## src/rtl/mc_sequencer_pkg.sv

```systemverilog
// Shared encodings for the multi-cycle RV32 subset controller: opcodes, funct
// fields, ALU codes, FSM states and the datapath select/trap encodings.
package def;

    localparam logic [6:0] OP_RTYPE  = 7'b0110011;
    localparam logic [6:0] OP_ADDI   = 7'b0010011;
    localparam logic [6:0] OP_BRANCH = 7'b1100011;
    localparam logic [6:0] OP_JAL    = 7'b1101111;
    localparam logic [6:0] OP_JALR   = 7'b1100111;
    localparam logic [6:0] OP_LOAD   = 7'b0000011;
    localparam logic [6:0] OP_STORE  = 7'b0100011;

    localparam logic [2:0] F3_ADD_SUB = 3'b000;
    localparam logic [2:0] F3_AND     = 3'b111;
    localparam logic [2:0] F3_OR      = 3'b110;
    localparam logic [2:0] F3_XOR     = 3'b100;
    localparam logic [2:0] F3_SLT     = 3'b010;
    localparam logic [2:0] F3_BEQ     = 3'b000;
    localparam logic [2:0] F3_BNE     = 3'b001;

    localparam logic [6:0] F7_SUB = 7'b0100000;

    localparam logic [2:0] ALU_ADD  = 3'd0;
    localparam logic [2:0] ALU_SUB  = 3'd1;
    localparam logic [2:0] ALU_AND  = 3'd2;
    localparam logic [2:0] ALU_OR   = 3'd3;
    localparam logic [2:0] ALU_XOR  = 3'd4;
    localparam logic [2:0] ALU_SLT  = 3'd5;
    localparam logic [2:0] ALU_ADDI = 3'd6;

    localparam logic [2:0] ST_IDLE   = 3'd0;
    localparam logic [2:0] ST_FETCH  = 3'd1;
    localparam logic [2:0] ST_DECODE = 3'd2;
    localparam logic [2:0] ST_EXEC   = 3'd3;
    localparam logic [2:0] ST_MEM    = 3'd4;
    localparam logic [2:0] ST_WB     = 3'd5;
    localparam logic [2:0] ST_TRAP   = 3'd6;

    localparam logic [1:0] PC_SRC_PC4    = 2'b00;
    localparam logic [1:0] PC_SRC_BRANCH = 2'b01;
    localparam logic [1:0] PC_SRC_JUMP   = 2'b10;

    localparam logic [1:0] M2R_ALU = 2'b00;
    localparam logic [1:0] M2R_MDR = 2'b01;
    localparam logic [1:0] M2R_PC4 = 2'b10;

    localparam logic [1:0] TRAP_NONE     = 2'b00;
    localparam logic [1:0] TRAP_ILLEGAL  = 2'b01;
    localparam logic [1:0] TRAP_FETCH_TO = 2'b10;
    localparam logic [1:0] TRAP_DATA_TO  = 2'b11;

    function automatic logic opcode_legal(input logic [6:0] op);
        return (op == OP_RTYPE) || (op == OP_ADDI) || (op == OP_BRANCH) ||
               (op == OP_JAL)   || (op == OP_JALR) || (op == OP_LOAD)   ||
               (op == OP_STORE);
    endfunction

    function automatic logic [2:0] rtype_alu_op(input logic [2:0] f3, input logic [6:0] f7);
        case (f3)
            F3_ADD_SUB: return (f7 == F7_SUB) ? ALU_SUB : ALU_ADD;
            F3_AND:     return ALU_AND;
            F3_OR:      return ALU_OR;
            F3_XOR:     return ALU_XOR;
            F3_SLT:     return ALU_SLT;
            default:    return ALU_ADD;
        endcase
    endfunction

endpackage

```

## src/rtl/mc_sequencer_mem_wait_timer.sv

```systemverilog
// Counts cycles spent waiting on the shared memory port; expired flags the
// last cycle an access may still complete before the controller traps.
module mem_wait_timer #(
    parameter int MEM_TIMEOUT = 16
) (
    input  logic clk,
    input  logic nrst,
    input  logic clr_i,
    input  logic en_i,
    output logic expired_o
);

    localparam logic [7:0] LIMIT = 8'(MEM_TIMEOUT - 1);

    logic [7:0] cnt_q;
    logic [7:0] cnt_d;

    always_comb begin
        cnt_d = cnt_q;
        if (clr_i) begin
            cnt_d = 8'd0;
        end else if (en_i) begin
            cnt_d = cnt_q + 8'd1;
        end
    end

    always_ff @(posedge clk or negedge nrst) begin
        if (!nrst) begin
            cnt_q <= 8'd0;
        end else begin
            cnt_q <= cnt_d;
        end
    end

    assign expired_o = (cnt_q == LIMIT);

endmodule

```

## src/rtl/mc_sequencer.sv

```systemverilog
// Multi-cycle controller for the RV32 subset core: sequences fetch, decode,
// execute, memory and writeback over a shared ready-handshaked memory port.
module mc_sequencer
    import def::*;
#(
    parameter int MEM_TIMEOUT = 16
) (
    input  logic        clk,
    input  logic        nrst,
    input  logic [31:0] mem_rdata,
    input  logic        mem_ready,
    input  logic        zero,
    output logic        mem_req,
    output logic        mem_addr_sel,
    output logic        mem_wr,
    output logic [31:0] ir,
    output logic        pc_wr,
    output logic [1:0]  pc_src,
    output logic        alu_src,
    output logic [2:0]  alu_op,
    output logic        mdr_wr,
    output logic        reg_wr,
    output logic [1:0]  memtoreg,
    output logic        halted,
    output logic [1:0]  trap_cause
);

    logic [2:0]  state_q, state_d;
    logic [31:0] ir_q, ir_d;
    logic [1:0]  cause_q, cause_d;
    logic        tmr_clr, tmr_en, tmr_expired;

    logic [6:0] opcode;
    logic [2:0] funct3;
    logic [6:0] funct7;
    logic       is_lw, is_sw;

    assign opcode = ir_q[6:0];
    assign funct3 = ir_q[14:12];
    assign funct7 = ir_q[31:25];
    assign is_lw  = (opcode == OP_LOAD);
    assign is_sw  = (opcode == OP_STORE);

    mem_wait_timer #(
        .MEM_TIMEOUT(MEM_TIMEOUT)
    ) u_timer (
        .clk      (clk),
        .nrst     (nrst),
        .clr_i    (tmr_clr),
        .en_i     (tmr_en),
        .expired_o(tmr_expired)
    );

    always_comb begin
        state_d = state_q;
        ir_d    = ir_q;
        cause_d = cause_q;
        case (state_q)
            ST_IDLE: state_d = ST_FETCH;
            ST_FETCH: begin
                // Ready on the expiring cycle still completes the access.
                if (mem_ready) begin
                    ir_d    = mem_rdata;
                    state_d = ST_DECODE;
                end else if (tmr_expired) begin
                    state_d = ST_TRAP;
                    cause_d = TRAP_FETCH_TO;
                end
            end
            ST_DECODE: begin
                if (opcode_legal(opcode)) begin
                    state_d = ST_EXEC;
                end else begin
                    state_d = ST_TRAP;
                    cause_d = TRAP_ILLEGAL;
                end
            end
            ST_EXEC: begin
                case (opcode)
                    OP_RTYPE, OP_ADDI: state_d = ST_WB;
                    OP_LOAD, OP_STORE: state_d = ST_MEM;
                    default:           state_d = ST_FETCH;
                endcase
            end
            ST_MEM: begin
                if (mem_ready) begin
                    state_d = is_lw ? ST_WB : ST_FETCH;
                end else if (tmr_expired) begin
                    state_d = ST_TRAP;
                    cause_d = TRAP_DATA_TO;
                end
            end
            ST_WB:   state_d = ST_FETCH;
            ST_TRAP: state_d = ST_TRAP;
            default: state_d = ST_IDLE;
        endcase
    end

    assign tmr_en  = (state_q == ST_FETCH) || (state_q == ST_MEM);
    assign tmr_clr = (state_d != state_q) || (tmr_en && mem_ready);

    always_ff @(posedge clk or negedge nrst) begin
        if (!nrst) begin
            state_q <= ST_IDLE;
            ir_q    <= 32'd0;
            cause_q <= TRAP_NONE;
        end else begin
            state_q <= state_d;
            ir_q    <= ir_d;
            cause_q <= cause_d;
        end
    end

    always_comb begin
        mem_req      = 1'b0;
        mem_addr_sel = 1'b0;
        mem_wr       = 1'b0;
        pc_wr        = 1'b0;
        pc_src       = PC_SRC_PC4;
        alu_src      = 1'b0;
        alu_op       = ALU_ADD;
        mdr_wr       = 1'b0;
        reg_wr       = 1'b0;
        memtoreg     = M2R_ALU;
        case (state_q)
            ST_FETCH: begin
                mem_req = 1'b1;
                pc_wr   = mem_ready;
            end
            ST_EXEC: begin
                case (opcode)
                    OP_RTYPE: alu_op = rtype_alu_op(funct3, funct7);
                    OP_ADDI: begin
                        alu_src = 1'b1;
                        alu_op  = ALU_ADDI;
                    end
                    OP_BRANCH: begin
                        alu_op = ALU_SUB;
                        if (((funct3 == F3_BEQ) && zero) || ((funct3 == F3_BNE) && !zero)) begin
                            pc_wr  = 1'b1;
                            pc_src = PC_SRC_BRANCH;
                        end
                    end
                    OP_JAL, OP_JALR: begin
                        reg_wr   = 1'b1;
                        memtoreg = M2R_PC4;
                        pc_wr    = 1'b1;
                        pc_src   = PC_SRC_JUMP;
                        alu_src  = (opcode == OP_JALR);
                    end
                    OP_LOAD, OP_STORE: alu_src = 1'b1;
                    default: ;
                endcase
            end
            ST_MEM: begin
                // ALU controls stay as in EXEC so the data address is stable.
                mem_req      = 1'b1;
                mem_addr_sel = 1'b1;
                mem_wr       = is_sw;
                alu_src      = 1'b1;
                mdr_wr       = is_lw && mem_ready;
            end
            ST_WB: begin
                reg_wr   = 1'b1;
                memtoreg = is_lw ? M2R_MDR : M2R_ALU;
            end
            default: ;
        endcase
    end

    assign ir         = ir_q;
    assign halted     = (state_q == ST_TRAP);
    assign trap_cause = cause_q;

endmodule

```

## config.mk

```make
export PLATFORM = sky130hd
export DESIGN_NAME = mc_sequencer
export DESIGN_NICKNAME = d
export VERILOG_FILES = /design/src/rtl/mc_sequencer_pkg.sv /design/src/rtl/mc_sequencer_mem_wait_timer.sv /design/src/rtl/mc_sequencer.sv
export SDC_FILE = /design/constraint.sdc
export NUM_CORES = 1
export LEC_CHECK = 0
export BUFFER_PORTS_ARGS = -buffer_cell sky130_fd_sc_hd__buf_2
export CAP_MARGIN = 20
export CORE_MARGIN = 3
export CORE_UTILIZATION = 44
export CTS_CLUSTER_SIZE = 28
export DETAILED_ROUTE_END_ITERATION = 10
export GPL_ROUTABILITY_DRIVEN = 1
export PLACE_DENSITY = 0.72
export SYNTH_ARGS = -nofsm -noshare
export SYNTH_HDL_FRONTEND = slang
export SYNTH_SLANG_ARGS = --single-unit
```

## constraint.sdc

```tcl
create_clock -name clk -period 1.85 [get_ports clk]
set_clock_uncertainty 0.1 [all_clocks]
set_input_delay 0.0925 -clock clk [delete_from_list [all_inputs] [get_ports clk]]
set_output_delay 0.0925 -clock clk [all_outputs]
set_load 0.01 [all_outputs]
```

# Yosys cells after proc, flatten, opt, wreduce, memory -nomap -nowiden

Cells that the tools add are included.

Memories: 0
Bits in read-only memories: 0
Output and inout bits: 49
Latch bits: 0
Memory bits (writable): 0
Bits in registers: 45

$mul: 0
Eq/ne operators: 26
Bitwise logic cells: 0
Shift-type cells: 0
$add $sub $neg: 1
Divide/modulo/power cells: 0
$lt $le $gt $ge: 0
Mux-type cells: 36
Reduce and logical (&&, ||, !) cells: 26

Operators by type and width:

| operator            | number |
|---|---|
| $eq 7x6->1 const B  | 3 |
| $eq 7x7->1 const B  | 3 |
| $eq 3x3->1 const B  | 6 |
| $mux 3              | 6 |
| $pmux 3 s6          | 1 |
| $mux 8              | 2 |
| $pmux 3 s5          | 1 |
| $mux 2              | 7 |
| $ne 2x2->1 const B  | 5 |
| $pmux 1 s2          | 5 |
| $reduce_or 2->1     | 5 |
| $eq 3x2->1 const B  | 3 |
| $logic_or 1x1->1    | 9 |
| $mux 1              | 9 |
| $pmux 3 s3          | 1 |
| $add 8x1->8 const B | 1 |
| $eq 8x4->1 const B  | 1 |
| $pmux 2 s2          | 2 |
| $eq 7x2->1 const B  | 1 |
| $eq 7x5->1 const B  | 1 |
| $eq 3x1->1 const B  | 2 |
| $logic_not 3->1     | 2 |
| $pmux 2 s3          | 1 |
| $pmux 3 s2          | 1 |
| other kinds (8)     | 11 |

# Logic depth before layout (Yosys ltp)

Gate-level depths: netlist of the first run.

Depth in word-level cells: 12
Gate-level depth with buffers: 6

# Hierarchy

A second synthesis of the first run with hierarchy kept.

Cell total of the unflattened synthesis: 198
Area total of the unflattened synthesis: 2,258.4 µm²

By module, submodules not included:

| module         | instances | area each (µm²) | sequential area each (µm²) | cells an instance |
|---|---|---|---|---|
| mc_sequencer   | 1         | 1,864.3         | 925.9                      | 159 |
| mem_wait_timer | 1         | 394.1           | 200.2                      | 39 |

# Worst setup path before layout of the first run

No wires, ideal clock.

Path kind: reg2reg
Start point: register ir_q[3] (netlist: ir[3])
End point: register u_timer.cnt_q[0]
Setup time: 0.101 ns
Cell stages (with the launch flop): 6
Setup slack: -0.169 ns
Required time: 1.649 ns
Data arrival time: 1.818 ns
Cells stage by stage: dfrtp_1 > nand4bb_4 > or3_4 > a221o_1 > o22a_4 > nor4_1

Longest elaborated chain between the ends: 12
Elaborated cells on any way between the ends: 24
Classes of those cells: 8 x eq/ne; 6 x mux; 10 x reduce/logical

RTL lines:

| element                                     | RTL line                                   | source |
|---|---|---|
| from (decl)                                 | mc_sequencer.sv:29                         | `logic [31:0] ir_q, ir_d;` |
| from (signal assigned)                      | mc_sequencer.sv:109                        | `ir_q <= ir_d;` |
| $eq 7x6->1 or $eq 7x5->1 (tied branches)    | mc_sequencer_pkg.sv:53, mc_sequencer.sv:79 |  |
| $logic_or 1x1->1 (3 in a row)               | mc_sequencer_pkg.sv:53                     | `return (op == OP_RTYPE) \|\| (op == OP_ADDI) \|\| (op == OP_BRANCH) \|\|` |
| $logic_or 1x1->1 (3 in a row)               | mc_sequencer_pkg.sv:54                     | `(op == OP_JAL) \|\| (op == OP_JALR) \|\| (op == OP_LOAD) \|\|` |
| $mux 3                                      | mc_sequencer.sv:71                         | `if (opcode_legal(opcode)) begin` |
| $pmux 3 s6 (*)                              | mc_sequencer.sv:58                         | `case (state_q)` |
| $ne 3x3->1 (*)                              | mc_sequencer.sv:100                        | `assign tmr_clr = (state_d != state_q) \|\| (tmr_en && mem_ready);` |
| $logic_or 1x1->1 (*)                        | mc_sequencer.sv:100                        |  |
| $mux 8 or $reduce_bool 2->1 (tied branches) | --                                         |  |
| to (signal assigned)                        | mc_sequencer_mem_wait_timer.sv:31          | `cnt_q <= cnt_d;` |
| to (decl)                                   | mc_sequencer_mem_wait_timer.sv:15          | `logic [7:0] cnt_q;` |

Mark *: on every way between the ends. The rest lies on a longest branch, timed or not.
A chain may end at the register's enable or synchronous reset.

# Final worst setup path of the first run

Start point: register ir_q[3] (netlist: ir[3])
End point: register u_timer.cnt_q[4]

The elaborated chain is that of the path after synthesis.

==> impl_metrics.json, run 1 <==
{
  "syn_area_per_cell_sq_um": 11.2,
  "fin_nets": 399,
  "netlist_area_sq_mm": 0.00226,
  "core.rowCount": 25,
  "postSynthCellCount": 202,
  "crit_family": "simple AND/OR/NAND/NOR gates",
  "pwr-share-comb_pct": 57.0,
  "violations": "setup timing",
  "period_share_pct": 112,
  "yosys_warnings": 0,
  "p_int_mw": 3.24,
  "setup.worst_path.class": "flop to flop",
  "place_ws_ps": -182,
  "cap_violations": 0,
  "finalHoldViolations": 0,
  "cts_sinks": 45,
  "yosysSeqAreaShare_pct": 49.8,
  "crit_chain": "nand4bb_4 -> or3_4 -> nor4b_4 -> buf_4 -> a211oi_4 -> nor4_2",
  "gp_congestion": 0.855,
  "drc": 0,
  "grt_max_degree": 25,
  "multi_input_area_sq_mm": 0.00120,
  "slowest_delay_ps": 390,
  "portBuffers": 84,
  "n_antenna_cell": 0,
  "area_delta_synth_final_pct": 61.0,
  "setup_ws_ps": -230,
  "grt_use_total_pct": 22.0,
  "grt-ovfl-total": 0,
  "dr.pass1.iters": 4,
  "vias_per_cell": 5.10,
  "path_clk_slew_ps": 100,
  "hold_slack_ps": 77.2,
  "worst_pin_slew_ps": 549,
  "post_layout_nonfiller_instances": 430,
  "ys_types": 44,
  "hold_class": "input port to flop",
  "route.antenna.remaining_nets": 0,
  "ios": 85,
  "wl_microns": 6490,
  "fp.dieArea_sq_mm": 0.00603,
  "synth_edf_count": 0,
  "required_ps": 1940,
  "n_fill_cell": 317,
  "p_clk_share_pct": 11.5,
  "design_area_sq_mm": 0.00364,
  "grt_pass1_vias": 2192,
  "crit_slowest_cell": "dfrtp_1",
  "drive_above_1_share_pct": 52.1,
  "start_kind": "flop",
  "grt_antenna_before_repair": 0,
  "crit_path_max_fanout": 8,
  "powerDensity_mw_per_mm2": 1490,
  "dieWidth_microns": 77.7,
  "max-vdd-ir-drop_mv": 0.930,
  "min_period_ps": 2080,
  "fmax_ghz": 0.481,
  "vias": 2192,
  "grt_pass1_wl_microns": 10500,
  "synth.top_cells.by_area": "dfrtp_1, mux2_2, nor4_1",
  "crit_arrival_ps": 2170,
  "switching_share_pct": 40.3,
  "numCtsBuffers": 5,
  "clock_tree.root_cell": "clkbuf_8",
  "rsz0062_at_grt": "true",
  "p_switching_mw": 2.19,
  "start_util_pct": 46.6,
  "routedWlPerCell_microns": 15.1,
  "clkLatencyLatePin_ps": 300,
  "slew_headroom_pct": 63.3,
  "die_h_microns": 77.7,
  "cts_max_path_buffers": 2,
  "seqCellArea_sq_mm": 0.00113,
  "endpoint_kind": "flop",
  "final-setup-viol-count": 17,
  "slew_viol_final": 0,
  "hpwlAfterDp_microns": 4280,
  "htreeDepth": 2,
  "yosysTopAreaCell": "dfrtp_1",
  "synth_top_area_share_pct": 49.8,
  "drt_iter0_drc": 178,
  "coreArea_sq_mm": 0.00485,
  "status": "finished with violations",
  "syn_nets": 239,
  "placed_cells": 380,
  "cts_tree": "done",
  "setup-tns-final_ps": -2250,
  "ys_ff_latch": 45,
  "synth_ff_type": "dfrtp_1",
  "cp_num_buf_inv": 1,
  "placed_area_sq_mm": 0.00300,
  "pwr-share-seq_pct": 31.5,
  "async_reset_ff_share_pct": 100,
  "leakage_nw": 1.73
}
[worst register-to-register path, stage by stage, from the launching register on]
cell	delay, ps
dfrtp_1	390
nand4bb_4	230
or3_4	370
nor4b_4	300
buf_4	190
a211oi_4	70
nor4_2	320
[through the flow]
| step | util, % | power (mW) |
|---|---|---|
| final | 75.0 | 5.43 |
| after global routing | 75.0 | 5.80 |
| after floorplan | - | 3.22 |
| after CTS | 73.5 | 5.33 |
| after global placement | 61.9 | 4.36 |
| after detailed placement | 61.9 | 4.41 |
[logic make-up after synthesis]
logic type,synth area share [%]
AND/OR/NAND/NOR,19.2
flip-flops,49.8
multiplexers,15.4
AO/OA/AOI/OAI,8.58
buffers and inverters,2.55
XOR/XNOR,3.88
adder cells (fa/ha/maj),0.554
[Yosys cell counts, types with 2 or more instances]
cell,instances
a21oi_1,6
and2_1,3
and3_1,3
buf_2,4
dfrtp_1,45
inv_1,8
mux2_2,30
nand2_1,14
nand2b_1,5
nand3_1,4
nand4_1,2
nor2_1,18
nor3_1,4
nor4_1,12
o21ai_0,6
o22ai_1,2
xnor2_1,5
xor2_1,5
[registers in the layout, indices dropped and copies added (netlist names)]
register / flops
ir: 32
trap_cause: 2
state_q: 3
u_timer.cnt_q: 8
[worst paths after layout]
kind                           start          endpoint  slack, ps  cells past startpoint
max                            ir[3]  u_timer.cnt_q[4]       -230                      6
min                        mem_ready     trap_cause[1]         80                      4
max reg2reg                    ir[3]  u_timer.cnt_q[4]       -230                      6
min reg2reg                   ir[21]            ir[21]        410                      1
max in group asynchronous       nrst             ir[6]        860                      3
min in group asynchronous       nrst  u_timer.cnt_q[7]        210                      2
[placed cells by master (no fill, tap or decap), types with 5 or more instances in the layout]
master / instances
a21oi_1: 5
buf_2: 82
buf_4: 39
clkbuf_8: 5
dfrtp_1: 45
dlygate4sd3_1: 33
inv_1: 8
mux2_2: 30
nand2_1: 14
nand2b_1: 5
nor2_1: 15
nor4_2: 7
o21ai_0: 5
xor2_1: 5
[routing by layer]
layer / wire length [microns] / vias to the layer above / global-route usage, % / share of wire, %
met4: 93 / 0 / 5.34 / 1.4
met2: 3260 / 77 / 36.4 / 50
met5: 0 / - / 0 / 0
met1: 2750 / 1050 / 29.1 / 42
li1: - / 1054 / - / -
met3: 385 / 11 / 5.45 / 5.9
[layout make-up]
cell class                 instances  share of cell area (%)
clock inverter                     3                   0.722
tap                               67                    2.30
multi-input combinational        143                    33.1
sequential                        45                    30.9
inverter                           8                   0.825
timing repair buffer             159                    30.2
clock buffer                       5                    1.89
[power by group through the flow]
stage	Combinational, mW	Sequential [mW]	Clock (mW)
floorplan	1.32	1.90	0
global placement	2.69	1.68	0
detailed placement	2.72	1.69	0
CTS	3.01	1.68	0.640
global route	3.36	1.76	0.686
finish	3.10	1.71	0.625
[timing repair]
item	CTS	global route
cloned	0	0
gates resized for setup	18	9
endpoints found under the hold margin	54	0
setup buffers	8	3
setup endpoints to repair	17	21
pin swaps	6	7
hold buffers	33	0
No activity file was read; power rests on OpenSTA's default activity.
==> run 2, diff against run 1 <==
CORE_ASPECT_RATIO = 1.75   (was default)
CORE_MARGIN = 2   (was 3)
GPL_TIMING_DRIVEN = 0   (was default)
==> impl_metrics.json, run 2 (synthesis results as in run 1) <==
{
  "drc": 0,
  "n_antenna_cell": 0,
  "min_period_ps": 2130,
  "die_h_microns": 98.8,
  "grt_pass1_wl_microns": 10700,
  "holdCritStartpoint": "mem_ready",
  "rsz0062_at_grt": "true",
  "seqCellArea_sq_mm": 0.00113,
  "fp.dieArea_sq_mm": 0.00575,
  "power_mw": 5.52,
  "area_delta_synth_final_pct": 57.7,
  "route.antenna.remaining_nets": 0,
  "final_cell_mix": "buf_2, dfrtp_1, dlygate4sd3_1",
  "grt_antenna_before_repair": 0,
  "crit_slowest_cell": "dfrtp_1",
  "start_util_pct": 45.4,
  "crit_path_max_fanout": 8,
  "cts_sinks": 45,
  "grt_max_degree": 46,
  "r2r_slack_ps": -280,
  "clkLatencyLatePin_ps": 300,
  "required_ps": 1950,
  "hold_slack_ps": 67.8,
  "crit_arrival_ps": 2230,
  "status": "finished with violations",
  "setup.worst_path.class": "flop to flop",
  "hold_class": "input port to flop",
  "placed_area_sq_mm": 0.00275,
  "setup_ws_ps": -282,
  "layout_commonest_cell": "buf_2",
  "leakage_nw": 1.67,
  "multi_input_area_sq_mm": 0.00122,
  "slowest_delay_ps": 390,
  "p_clk_share_pct": 10.9,
  "setup-tns-final_ps": -2980,
  "p_switching_mw": 2.33,
  "coreArea_sq_mm": 0.00498,
  "whs_endpoint": "trap_cause[1]",
  "n_fill_cell": 313,
  "htreeDepth": 2,
  "dieWidth_microns": 58.2,
  "path_clk_slew_ps": 90,
  "dr.pass1.iters": 4,
  "grt_use_total_pct": 23.8,
  "routedWlPerCell_microns": 18.9,
  "core.rowCount": 34,
  "largest_reg_flops": 32,
  "wl_microns": 7670,
  "crit_chain": "nand4bb_4 -> or3_4 -> a221o_1 -> o22a_4 -> nor4_2",
  "min_path_cells": 4,
  "clock_tree.root_cell": "clkbuf_8",
  "ff2ff_path_depth": 5,
  "switching_share_pct": 42.2,
  "place_ws_ps": -401,
  "slew_viol_final": 0,
  "start_kind": "flop",
  "pwr-share-seq_pct": 33.1,
  "drive_above_1_share_pct": 53.7,
  "cts_max_path_buffers": 2,
  "fin_nets": 388,
  "violations": "setup timing",
  "vias": 2300,
  "grt_pass1_vias": 2353,
  "final-setup-viol-count": 19,
  "post_layout_nonfiller_instances": 406,
  "grt-ovfl-total": 0,
  "finalHoldViolations": 0,
  "ios": 85,
  "drt_iter0_drc": 75,
  "period_share_pct": 115,
  "cap_violations": 0,
  "hpwlAfterDp_microns": 4090,
  "r2r-end": "u_timer.cnt_q[2]",
  "numCtsBuffers": 5,
  "powerDensity_mw_per_mm2": 1550,
  "pwr-share-comb_pct": 56.0,
  "max-vdd-ir-drop_mv": 1.25,
  "endpoint_kind": "flop",
  "placed_cells": 340,
  "gp_congestion": 0.848,
  "worst_pin_slew_ps": 548,
  "design_area_sq_mm": 0.00356,
  "r2r-start": "ir[3]",
  "p_int_mw": 3.19,
  "vias_per_cell": 5.67,
  "postLayoutCoreUtil_pct": 71.6,
  "portBuffers": 84,
  "cts_tree": "done",
  "fmax_ghz": 0.469,
  "slew_headroom_pct": 63.5
}
==> run 2: cell count changes in the layout (fill, tap and decap cells not counted), moves of 3 or more <==
| cell | change |
|---|---|
| buf_4 | -16 |
| nor4_1 | +3 |
| nor4_2 | -3 |
| dfrtp_2 | +7 |
| buf_2 | +3 |
| dfrtp_1 | -7 |
| nor2_1 | -3 |
==> run 2: layout make-up <==
type,count,share of cell area [%]
Tap cell,54,1.90
Sequential cell,45,31.8
Clock buffer,7,2.14
Multi-Input combinational cell,143,34.3
Buffer,6,1.51
Inverter,8,0.843
Clock inverter,1,0.211
Timing Repair Buffer,142,27.2
==> run 2: routing by layer <==
layer | global-route usage, % | wire length [microns] | up-vias
li1 | - | - | 1026
met1 | 22.9 | 2570 | 1131
met2 | 45.5 | 4330 | 114
met3 | 6.82 | 490 | 29
met4 | 8.94 | 273 | 0
met5 | 0 | 0 | -
==> run 2: what timing repair did <==
item | CTS | global route
buffers inserted | 13 | 11
pin swaps | 7 | 16
resized for setup | 22 | 32
endpoints found under the hold margin | 77 | 0
setup endpoints to repair | 51 | 39
hold buffers | 33 | 0
==> run 2: worst max-delay path: cells and delay by family (launching register included) <==
family             cells  cell delay [ps]
AOI/OAI and AO/OA      2              620
DFF                    1              390
and+or+nand+nor        3              920
==> run 2: how the worst max path moves through the flow <==
stage | start | end | slack, ps | cells past startpoint
after floorplan | ir[3] | u_timer.cnt_q[0] | -160 | 5
after global placement | state_q[1] | ir[25] | -400 | 4
after detailed placement | state_q[1] | ir[0] | -400 | 4
after CTS | ir[3] | u_timer.cnt_q[2] | -240 | 5
after global routing | ir[3] | u_timer.cnt_q[2] | -330 | 5
final | ir[3] | u_timer.cnt_q[2] | -280 | 5
==> run 2: power by group through the flow <==
stage               logic (mW)  clock network [mW]  registers, mW
finish                    3.09               0.601           1.83
global route              3.28               0.654           1.86
CTS                       2.65               0.597           1.73
detailed placement        2.23                   0           1.79
global placement          2.19                   0           1.77
floorplan                 1.32                   0           1.90
